<file path="config.mk">
export PLATFORM = sky130hd
export DESIGN_NAME = lsu_mem_if
export DESIGN_NICKNAME = d
export VERILOG_FILES = /design/src/rtl/lsu_mem_if.sv
export SDC_FILE = /design/constraint.sdc
export NUM_CORES = 1
export LEC_CHECK = 0
export ABC_AREA = 0
export CAP_MARGIN = 40
export CORE_MARGIN = 2
export CORE_UTILIZATION = 49
export DETAILED_ROUTE_END_ITERATION = 10
export PLACE_DENSITY = 0.92
export SLEW_MARGIN = 20
export SYNTH_ARGS = -nofsm -noshare
export SYNTH_HDL_FRONTEND = slang
export SYNTH_SLANG_ARGS = --single-unit
</file>
<file path="constraint.sdc">
create_clock -name clk -period 28.8 [get_ports clk]
set_clock_uncertainty 0.05 [all_clocks]
set_input_delay 8.64 -clock clk [delete_from_list [all_inputs] [get_ports clk]]
set_output_delay 8.64 -clock clk [all_outputs]
set_load 0.005 [all_outputs]
</file>
<file path="src/rtl/lsu_mem_if.sv">
// Load/store unit between decode/ALU and a word-addressed data RAM with a req/ack handshake.
// Holds the core in stall while an access is outstanding and presents extended load data for one cycle.
module lsu_mem_if #(
    parameter int TIMEOUT = 16,
    parameter int ADDR_W  = 32
) (
    input  logic              clk,
    input  logic              reset,
    input  logic              d_wr_en,
    input  logic              d_rd_en,
    input  logic [1:0]        store_size,
    input  logic [1:0]        load_size,
    input  logic              load_unsigned,
    input  logic [ADDR_W-1:0] addr,
    input  logic [31:0]       wdata,
    output logic [31:0]       rdata,
    output logic              stall,
    output logic              misaligned,
    output logic              bus_err,
    output logic              mem_req,
    output logic              mem_we,
    output logic [ADDR_W-1:0] mem_addr,
    output logic [3:0]        mem_be,
    output logic [31:0]       mem_wdata,
    input  logic              mem_ack,
    input  logic [31:0]       mem_rdata
);

    typedef enum logic [1:0] {
        S_IDLE   = 2'd0,
        S_ACCESS = 2'd1,
        S_DONE   = 2'd2
    } state_t;

    localparam int               CNT_W    = (TIMEOUT > 2) ? $clog2(TIMEOUT) : 1;
    localparam logic [CNT_W-1:0] CNT_LAST = CNT_W'(TIMEOUT - 1);

    localparam logic [1:0] SZ_BYTE = 2'b00;
    localparam logic [1:0] SZ_HALF = 2'b01;

    state_t            state_q, state_d;
    logic [CNT_W-1:0]  cnt_q, cnt_d;
    logic              we_q, we_d;
    logic [ADDR_W-1:0] addr_q, addr_d;
    logic [3:0]        be_q, be_d;
    logic [31:0]       wdata_q, wdata_d;
    logic [1:0]        size_q, size_d;
    logic [1:0]        off_q, off_d;
    logic              uns_q, uns_d;
    logic [31:0]       rdata_q, rdata_d;
    logic              err_q, err_d;

    logic              req;
    logic              is_store;
    logic [1:0]        req_size;
    logic              aligned;
    logic [3:0]        req_be;
    logic [31:0]       req_wdata;
    logic              take;
    logic              ack_exit;
    logic              timeout_exit;

    // Sign/zero-extend the addressed byte or halfword of a RAM word.
    function automatic logic [31:0] extract_load(
        input logic [31:0] word,
        input logic [1:0]  size,
        input logic [1:0]  off,
        input logic        uns
    );
        logic [7:0]  b;
        logic [15:0] h;
        b = 8'(word >> {off, 3'b000});
        h = 16'(word >> {off[1], 4'b0000});
        case (size)
            SZ_BYTE: extract_load = {{24{~uns & b[7]}}, b};
            SZ_HALF: extract_load = {{16{~uns & h[15]}}, h};
            default: extract_load = word;
        endcase
    endfunction

    assign req      = d_wr_en | d_rd_en;
    assign is_store = d_wr_en;
    assign req_size = is_store ? store_size : load_size;

    always_comb begin
        case (req_size)
            SZ_BYTE: aligned = 1'b1;
            SZ_HALF: aligned = ~addr[0];
            default: aligned = (addr[1:0] == 2'b00);
        endcase
    end

    // Per-lane byte enable and store-data replication.
    for (genvar gi = 0; gi < 4; gi++) begin : g_lane
        assign req_be[gi] = (req_size == SZ_BYTE) ? (addr[1:0] == 2'(gi)) :
                            (req_size == SZ_HALF) ? (addr[1] == 1'(gi / 2)) :
                                                    1'b1;
        assign req_wdata[8*gi +: 8] = (req_size == SZ_BYTE) ? wdata[7:0] :
                                      (req_size == SZ_HALF) ? wdata[8*(gi % 2) +: 8] :
                                                              wdata[8*gi +: 8];
    end

    assign take         = (state_q == S_IDLE) & req & aligned;
    assign ack_exit     = (state_q == S_ACCESS) & mem_ack;
    assign timeout_exit = (state_q == S_ACCESS) & ~mem_ack & (cnt_q == CNT_LAST);

    always_ff @(posedge clk or posedge reset) begin
        if (reset) begin
            state_q <= S_IDLE;
        end else begin
            state_q <= state_d;
        end
    end

    always_comb begin
        state_d = state_q;
        case (state_q)
            S_IDLE:   if (take) state_d = S_ACCESS;
            S_ACCESS: if (ack_exit || timeout_exit) state_d = S_DONE;
            S_DONE:   state_d = S_IDLE;
            default:  state_d = S_IDLE;
        endcase
    end

    always_comb begin
        stall      = 1'b0;
        misaligned = 1'b0;
        bus_err    = 1'b0;
        mem_req    = 1'b0;
        mem_we     = 1'b0;
        mem_addr   = '0;
        mem_be     = 4'b0000;
        mem_wdata  = '0;
        rdata      = '0;
        // Keep the combinational request responses quiet while reset is held.
        if (!reset) begin
            case (state_q)
                S_IDLE: begin
                    stall      = req & aligned;
                    misaligned = req & ~aligned;
                end
                S_ACCESS: begin
                    stall     = 1'b1;
                    mem_req   = 1'b1;
                    mem_we    = we_q;
                    mem_addr  = addr_q;
                    mem_be    = be_q;
                    mem_wdata = wdata_q;
                end
                S_DONE: begin
                    rdata   = rdata_q;
                    bus_err = err_q;
                end
                default: ;
            endcase
        end
    end

    always_comb begin
        cnt_d   = cnt_q;
        we_d    = we_q;
        addr_d  = addr_q;
        be_d    = be_q;
        wdata_d = wdata_q;
        size_d  = size_q;
        off_d   = off_q;
        uns_d   = uns_q;
        rdata_d = rdata_q;
        err_d   = err_q;
        if (take) begin
            we_d    = is_store;
            addr_d  = {addr[ADDR_W-1:2], 2'b00};
            be_d    = req_be;
            wdata_d = is_store ? req_wdata : 32'd0;
            size_d  = req_size;
            off_d   = addr[1:0];
            uns_d   = load_unsigned;
        end
        if (state_q == S_ACCESS) begin
            cnt_d = (ack_exit || timeout_exit) ? '0 : cnt_q + 1'b1;
        end
        if (ack_exit) begin
            rdata_d = we_q ? 32'd0 : extract_load(mem_rdata, size_q, off_q, uns_q);
            err_d   = 1'b0;
        end else if (timeout_exit) begin
            rdata_d = 32'd0;
            err_d   = 1'b1;
        end
    end

    always_ff @(posedge clk or posedge reset) begin
        if (reset) begin
            cnt_q   <= '0;
            we_q    <= 1'b0;
            addr_q  <= '0;
            be_q    <= 4'b0000;
            wdata_q <= '0;
            size_q  <= 2'b00;
            off_q   <= 2'b00;
            uns_q   <= 1'b0;
            rdata_q <= '0;
            err_q   <= 1'b0;
        end else begin
            cnt_q   <= cnt_d;
            we_q    <= we_d;
            addr_q  <= addr_d;
            be_q    <= be_d;
            wdata_q <= wdata_d;
            size_q  <= size_d;
            off_q   <= off_d;
            uns_q   <= uns_d;
            rdata_q <= rdata_d;
            err_q   <= err_d;
        end
    end

endmodule

</file>
# Yosys cells after proc, flatten, opt, wreduce, memory -nomap -nowiden
# Cells that the tools add are included.
dict set report totals {
  latchBits 0
  register_bits 111
  rom_bits 0
  mem_count 0
  ram_bits 0
}
dict set report classes {
  reduce_logical 7
  eq_ne 10
  n_bitwise 15
  n_lt_le_gt_ge 0
  shifts 2
  n_div 0
  addsub 1
  mul 0
  mux 42
}
# operator count
set op_table {}
lappend op_table {{$mux 32} 10}
lappend op_table {{$pmux 32 s2} 1}
lappend op_table {{$mux 8} 5}
lappend op_table {{$shr 32x5->16} 1}
lappend op_table {{$shr 32x5->8} 1}
lappend op_table {{$mux 1} 17}
lappend op_table {{$mux 4} 3}
lappend op_table {{$and 1x1->1} 9}
lappend op_table {{$eq 2x1->1 const B} 4}
lappend op_table {{$logic_not 2->1} 4}
lappend op_table {{$eq 2x2->1 const B} 3}
lappend op_table {{$mux 2} 3}
lappend op_table {{$not 1->1} 5}
lappend op_table {{$add 4x1->4 const B} 1}
lappend op_table {{$eq 4x4->1 const B} 1}
lappend op_table {{$pmux 1 s2} 2}
lappend op_table {{$pmux 2 s2} 1}
lappend op_table {{$ne 2x1->1 const B} 1}
lappend op_table {{$ne 2x2->1 const B} 1}
lappend op_table {{$reduce_and 2->1} 1}
lappend op_table {{$reduce_bool 2->1} 1}
lappend op_table {{$logic_or 1x1->1} 1}
lappend op_table {{$or 1x1->1} 1}

# Depth between registers and ports, before layout
dict set report depth {
  word_depth 7
  ltp_mapped 9
  mapped_depth_nobuf 5
}

# Worst setup path after synthesis
# No wires, ideal clock.
dict set report synth_path {
  kind {input port to output port}
  from {input reset}
  to {output mem_addr[24]}
  path_stages 3
  t_arrival_ns 12.630
  slack_ns 7.480
  path_cell_list {inv_1 -> clkbuf_1 -> and3_1}
}
dict set report synth_via {
  elab_chain_cells 1
}
# element line_no
set synth_lines {}
lappend synth_lines {{start: declaration} 8} ;# input logic reset,
lappend synth_lines {{$mux 32} 136} ;# if (!reset) begin
lappend synth_lines {{end: declaration} 22} ;# output logic [ADDR_W-1:0] mem_addr,
# No other way between the ends.

# Worst setup path in the final report
dict set report layout_path {
  from {input d_wr_en}
  to {output stall}
}
dict set report layout_via {
  elab_chain_cells 6
}
# element line_no
set layout_lines {}
lappend layout_lines {{start: declaration} 9} ;# input logic d_wr_en,
lappend layout_lines {{$mux 2} 83} ;# assign req_size = is_store ? store_size : load_size;
lappend layout_lines {{$eq 2x1->1 or $logic_not 2->1 (tied branches)} 86} ;# case (req_size)
lappend layout_lines {{$pmux 1 s2} 86}
lappend layout_lines {{$and 1x1->1 (*)} 139} ;# stall = req & aligned;
lappend layout_lines {{$pmux 1 s2 (*)} 137} ;# case (state_q)
lappend layout_lines {{$mux 1 (*)} 136}
lappend layout_lines {{end: declaration} 17} ;# output logic stall,
# Mark *: on every way between the ends. The rest lies on a longest branch, timed or not.

==> key figures <==
Cells and area
  • P&R area growth vs syn: 41.64%
  • Layout Nets: approximately 850
  • Layout cells sized above 1: 6.300%
  • Number of diodes: 0
  • Fillers: 784

STA
  • Tcrit/Tclk final: 71.11%
  • F_max: 0.04883 GHz
  • Setup ws final: 8.321 ns
  • Final setup fails: 0
  • Final Max Slew Viols: 0
  • Worst slew pin tran: roughly 0.79 ns
  • Setup TNS: 0 ns
  • Worst relative slew slack: 47.11%
  • RSZ-0062 raised after global routing: no
  • Final min period: roughly 20 ns
  • Fin. Hold Viols: 0

CTS
  • H-tree depth: 3
  • Cts repair resizes: 0
  • Clock sinks: roughly 110
  • TritonCTS clock tree: built
  • Max clock buf depth: 2
  • CTS buffer count: 9
  • Setup bufs post-CTS: 0
  • Clock Latency Late Sink: 0.35 ns
  • Clock root cell: clkbuf_16
  • # hold bufs at CTS: 0
  • Clk slew on worst S/H paths: 0.07 ns

Min path
  • Number of instances on the worst hold path: 2
  • Hold Path Origin: rdata_q[6]$_DFFE_PP0P_
  • Hold EP: rdata_q[6]$_DFFE_PP0P_
  • Worst hold path type: flip-flop to flip-flop

Setup path
  • Reg-to-reg slack, setup: about 27 ns
  • Crit Path Class: primary input to output pin
  • Crit Reg-Reg Startpoint: off_q[1]$_DFFE_PP0P_
  • CP Data Required Time: 20.11 ns
  • Critical Path Max Stage Delay: 0.65 ns
  • Register-to-Register Path Depth: 4
  • Critical Path Source Type: primary input
  • CP Capture Type: output pin
  • Crit path max fanout: 35
  • Capture point of the worst reg-to-reg path: rdata_q[19]$_DFFE_PP0P_
  • Crit path DAT: 11.79 ns
  • CP cell instances: clkdlybuf4s50_1 > mux2i_2 > buf_4 > nand2_1 > a211oi_4 > buf_4 > o21a_1 > clkdlybuf4s50_1
  • CP max stage cell: clkdlybuf4s50_1

Synthesis
  • Post-synthesis adder-cell area fraction: less than 1%
  • Post-synthesis xor/xnor area fraction: 0.3032%
  • Async set-or-reset flop fraction in the synthesized netlist: 100.0%
  • Largest area contributor in the netlist: dfrtp_1
  • Post-synthesis cell area: between 5000 and 6000 um^2
  • Post-synthesis mux area share: 11.74%
  • Largest family of logic cells by synthesized area: simple AND/OR/NAND/NOR gates
  • Mapped Cells: 562
  • Post-synth top area share: 48.07%
  • Complex-gate fraction of the synthesized area: 17.06%
  • Synth warnings: 0
  • Yosys reg bits: roughly 110
  • Register area share after synthesis: a little under 50%
  • Synth Area in Simple Gates: 17.82%
  • EDFF count, synth: 0
  • Commonest cells in the netlist: 111 x dfrtp_1, 68 x and3_1, 47 x nand2_1
  • Largest cells by area after synthesis: dfrtp_1 48%, and3_1 7.4%, mux2i_1 4.9%
  • Count leader, synth: dfrtp_1
  • Yosys cell types: 45
  • Mean Syn Cell Area: 10.28 um^2
  • Ys flop type: dfrtp_1

Routing
  • Vias: 5294
  • Routed wire length per instance: approximately 20 um
  • DRT iter0 DRCs: 358
  • DRT antenna net count: 0
  • Vias per inst: 5.955
  • DR WL met2: 8616 um
  • Met1 Wirelength: 6696 um
  • # DRC: 0
  • Final WL: 17470 um
  • Met3 Wirelength: between 1500 and 2000 um
  • Detailed Routing Iterations Pass 1: 6
  • Top Layer Used: met4

Die
  • Site Rows: 39
  • Die Ht: 112.6 um
  • Initial Utilization: roughly 50%
  • Die area: 12680 um^2
  • Ports: 211
  • Die width: 112.6 um
  • Core area: 11470 um^2

Place
  • Detail Placement HPWL: 12130 um
  • Gpl congestion: 0.8923
  • Port Buf Inserts: 208
  • Worst setup slack after placement: 8.382 ns

Global route
  • Vias in the first global route: around 5200
  • Largest net degree at the start of global routing: 98
  • Global route overflow: 0
  • First-pass GRT wire length: 26760 um
  • Initial antenna violation count: 0
  • Tot GR Track Use: roughly a quarter

Power
  • VDD IR max: just over 0.04 mV
  • Leak Pwr: 0.003694 uW
  • PD cells: 79.68 nW/um^2

Run
  • Max-cap viol count: 0

Run status
  • Status: finished, final reports clean
metal layers:
layer  GRT usage [%]  vias up
met5               0        -
met4           9.187        0
met3           7.667       40
met2           44.63      321
met1           32.90     2542
li1                -     2391
sequential cells by signal, indices dropped and copies added (netlist names):
signal and count:
cnt_q 4, off_q 2, err_q 1, uns_q 1, rdata_q 32, be_q 4, we_q 1, wdata_q 32
size_q 2, addr_q 30, state_q 2
area by class of cell:
cell class,instances,area [um^2],area share (%)
clock buffers,9,225.2,2.752
clock inverters,6,38.79,0.4739
inverters,7,31.28,0.3822
multi-input cells,395,2751,33.62
flip-flops and latches,111,2778,33.94
well taps,143,178.9,2.186
repair buffers,218,2181,26.65
power breakdown:
part	internal, uW	leakage (uW)	switching [uW]	total, uW
clock	57.9	0.000127	56.6	114
sequential	228	0.00139	48.3	276
combinational	138	0.00218	124	262
through the flow:
step	hold slack, ns	util [%]	power, uW	cells	area (um^2)
3_3_place_gp	0.4046	68.73	516.5	872	7881
6_report	0.4284	71.37	652.1	889	8184
5_1_grt	0.4447	71.37	688.2	889	8184
2_1_floorplan	0.3915	-	423.6	563	5782
3_5_place_dp	0.4159	69.07	532.8	874	7920
4_1_cts	0.4320	71.37	650.6	889	8184
how the worst max path moves through the flow:
stage	startpoint	to	slack (ns)
finish	d_wr_en	stall	8.32
global placement	d_wr_en	stall	8.45
CTS	d_wr_en	stall	8.34
floorplan	reset	mem_addr[24]	7.48
global route	d_wr_en	stall	8.14
detailed placement	d_wr_en	stall	8.38
critical path: cells and delay by family:
family / cells / cell delay (ns)
compound gates: 2 / 0.54
buf+inv: 4 / 1.85
mux: 1 / 0.25
simple gates: 1 / 0.46
kinds of logic after synthesis:
| kind of cell | Yosys count |
|---|---|
| compound gates | 137 |
| fa+ha+maj | 1 |
| buf+inv | 57 |
| mux | 63 |
| simple gates | 190 |
| other cells | 1 |
| flops | 111 |
| xor+xnor | 2 |
cell usage in the layout, fill, tap and decap left out, types with 2 or more instances in the layout:
| cell | Yosys | routed |
|---|---|---|
| mux2_2 | 14 | 14 |
| a221o_1 | 18 | 18 |
| o2bb2ai_1 | 18 | 18 |
| clkinvlp_4 | 0 | 2 |
| and2_1 | 35 | 35 |
| or3_1 | 8 | 8 |
| nand2_1 | 47 | 47 |
| clkbuf_16 | 0 | 9 |
| a31oi_1 | 9 | 9 |
| o22ai_1 | 3 | 3 |
| a22o_1 | 18 | 18 |
| a211o_1 | 2 | 2 |
| nor2_1 | 16 | 16 |
| conb_1 | 1 | 2 |
| nand2b_1 | 3 | 3 |
| a21oi_1 | 18 | 18 |
| dfrtp_1 | 111 | 111 |
| buf_4 | 2 | 8 |
| and3_1 | 68 | 68 |
| inv_1 | 6 | 5 |
| clkdlybuf4s50_1 | 0 | 208 |
| clkinv_2 | 0 | 3 |
| o21ai_0 | 38 | 38 |
| mux2i_1 | 28 | 27 |
| a21o_1 | 4 | 4 |
| nor2b_1 | 3 | 2 |
| nor3_1 | 4 | 4 |
| mux2_1 | 20 | 20 |
| a32o_1 | 2 | 2 |
Note: power is estimated with default switching activity, not from simulation.
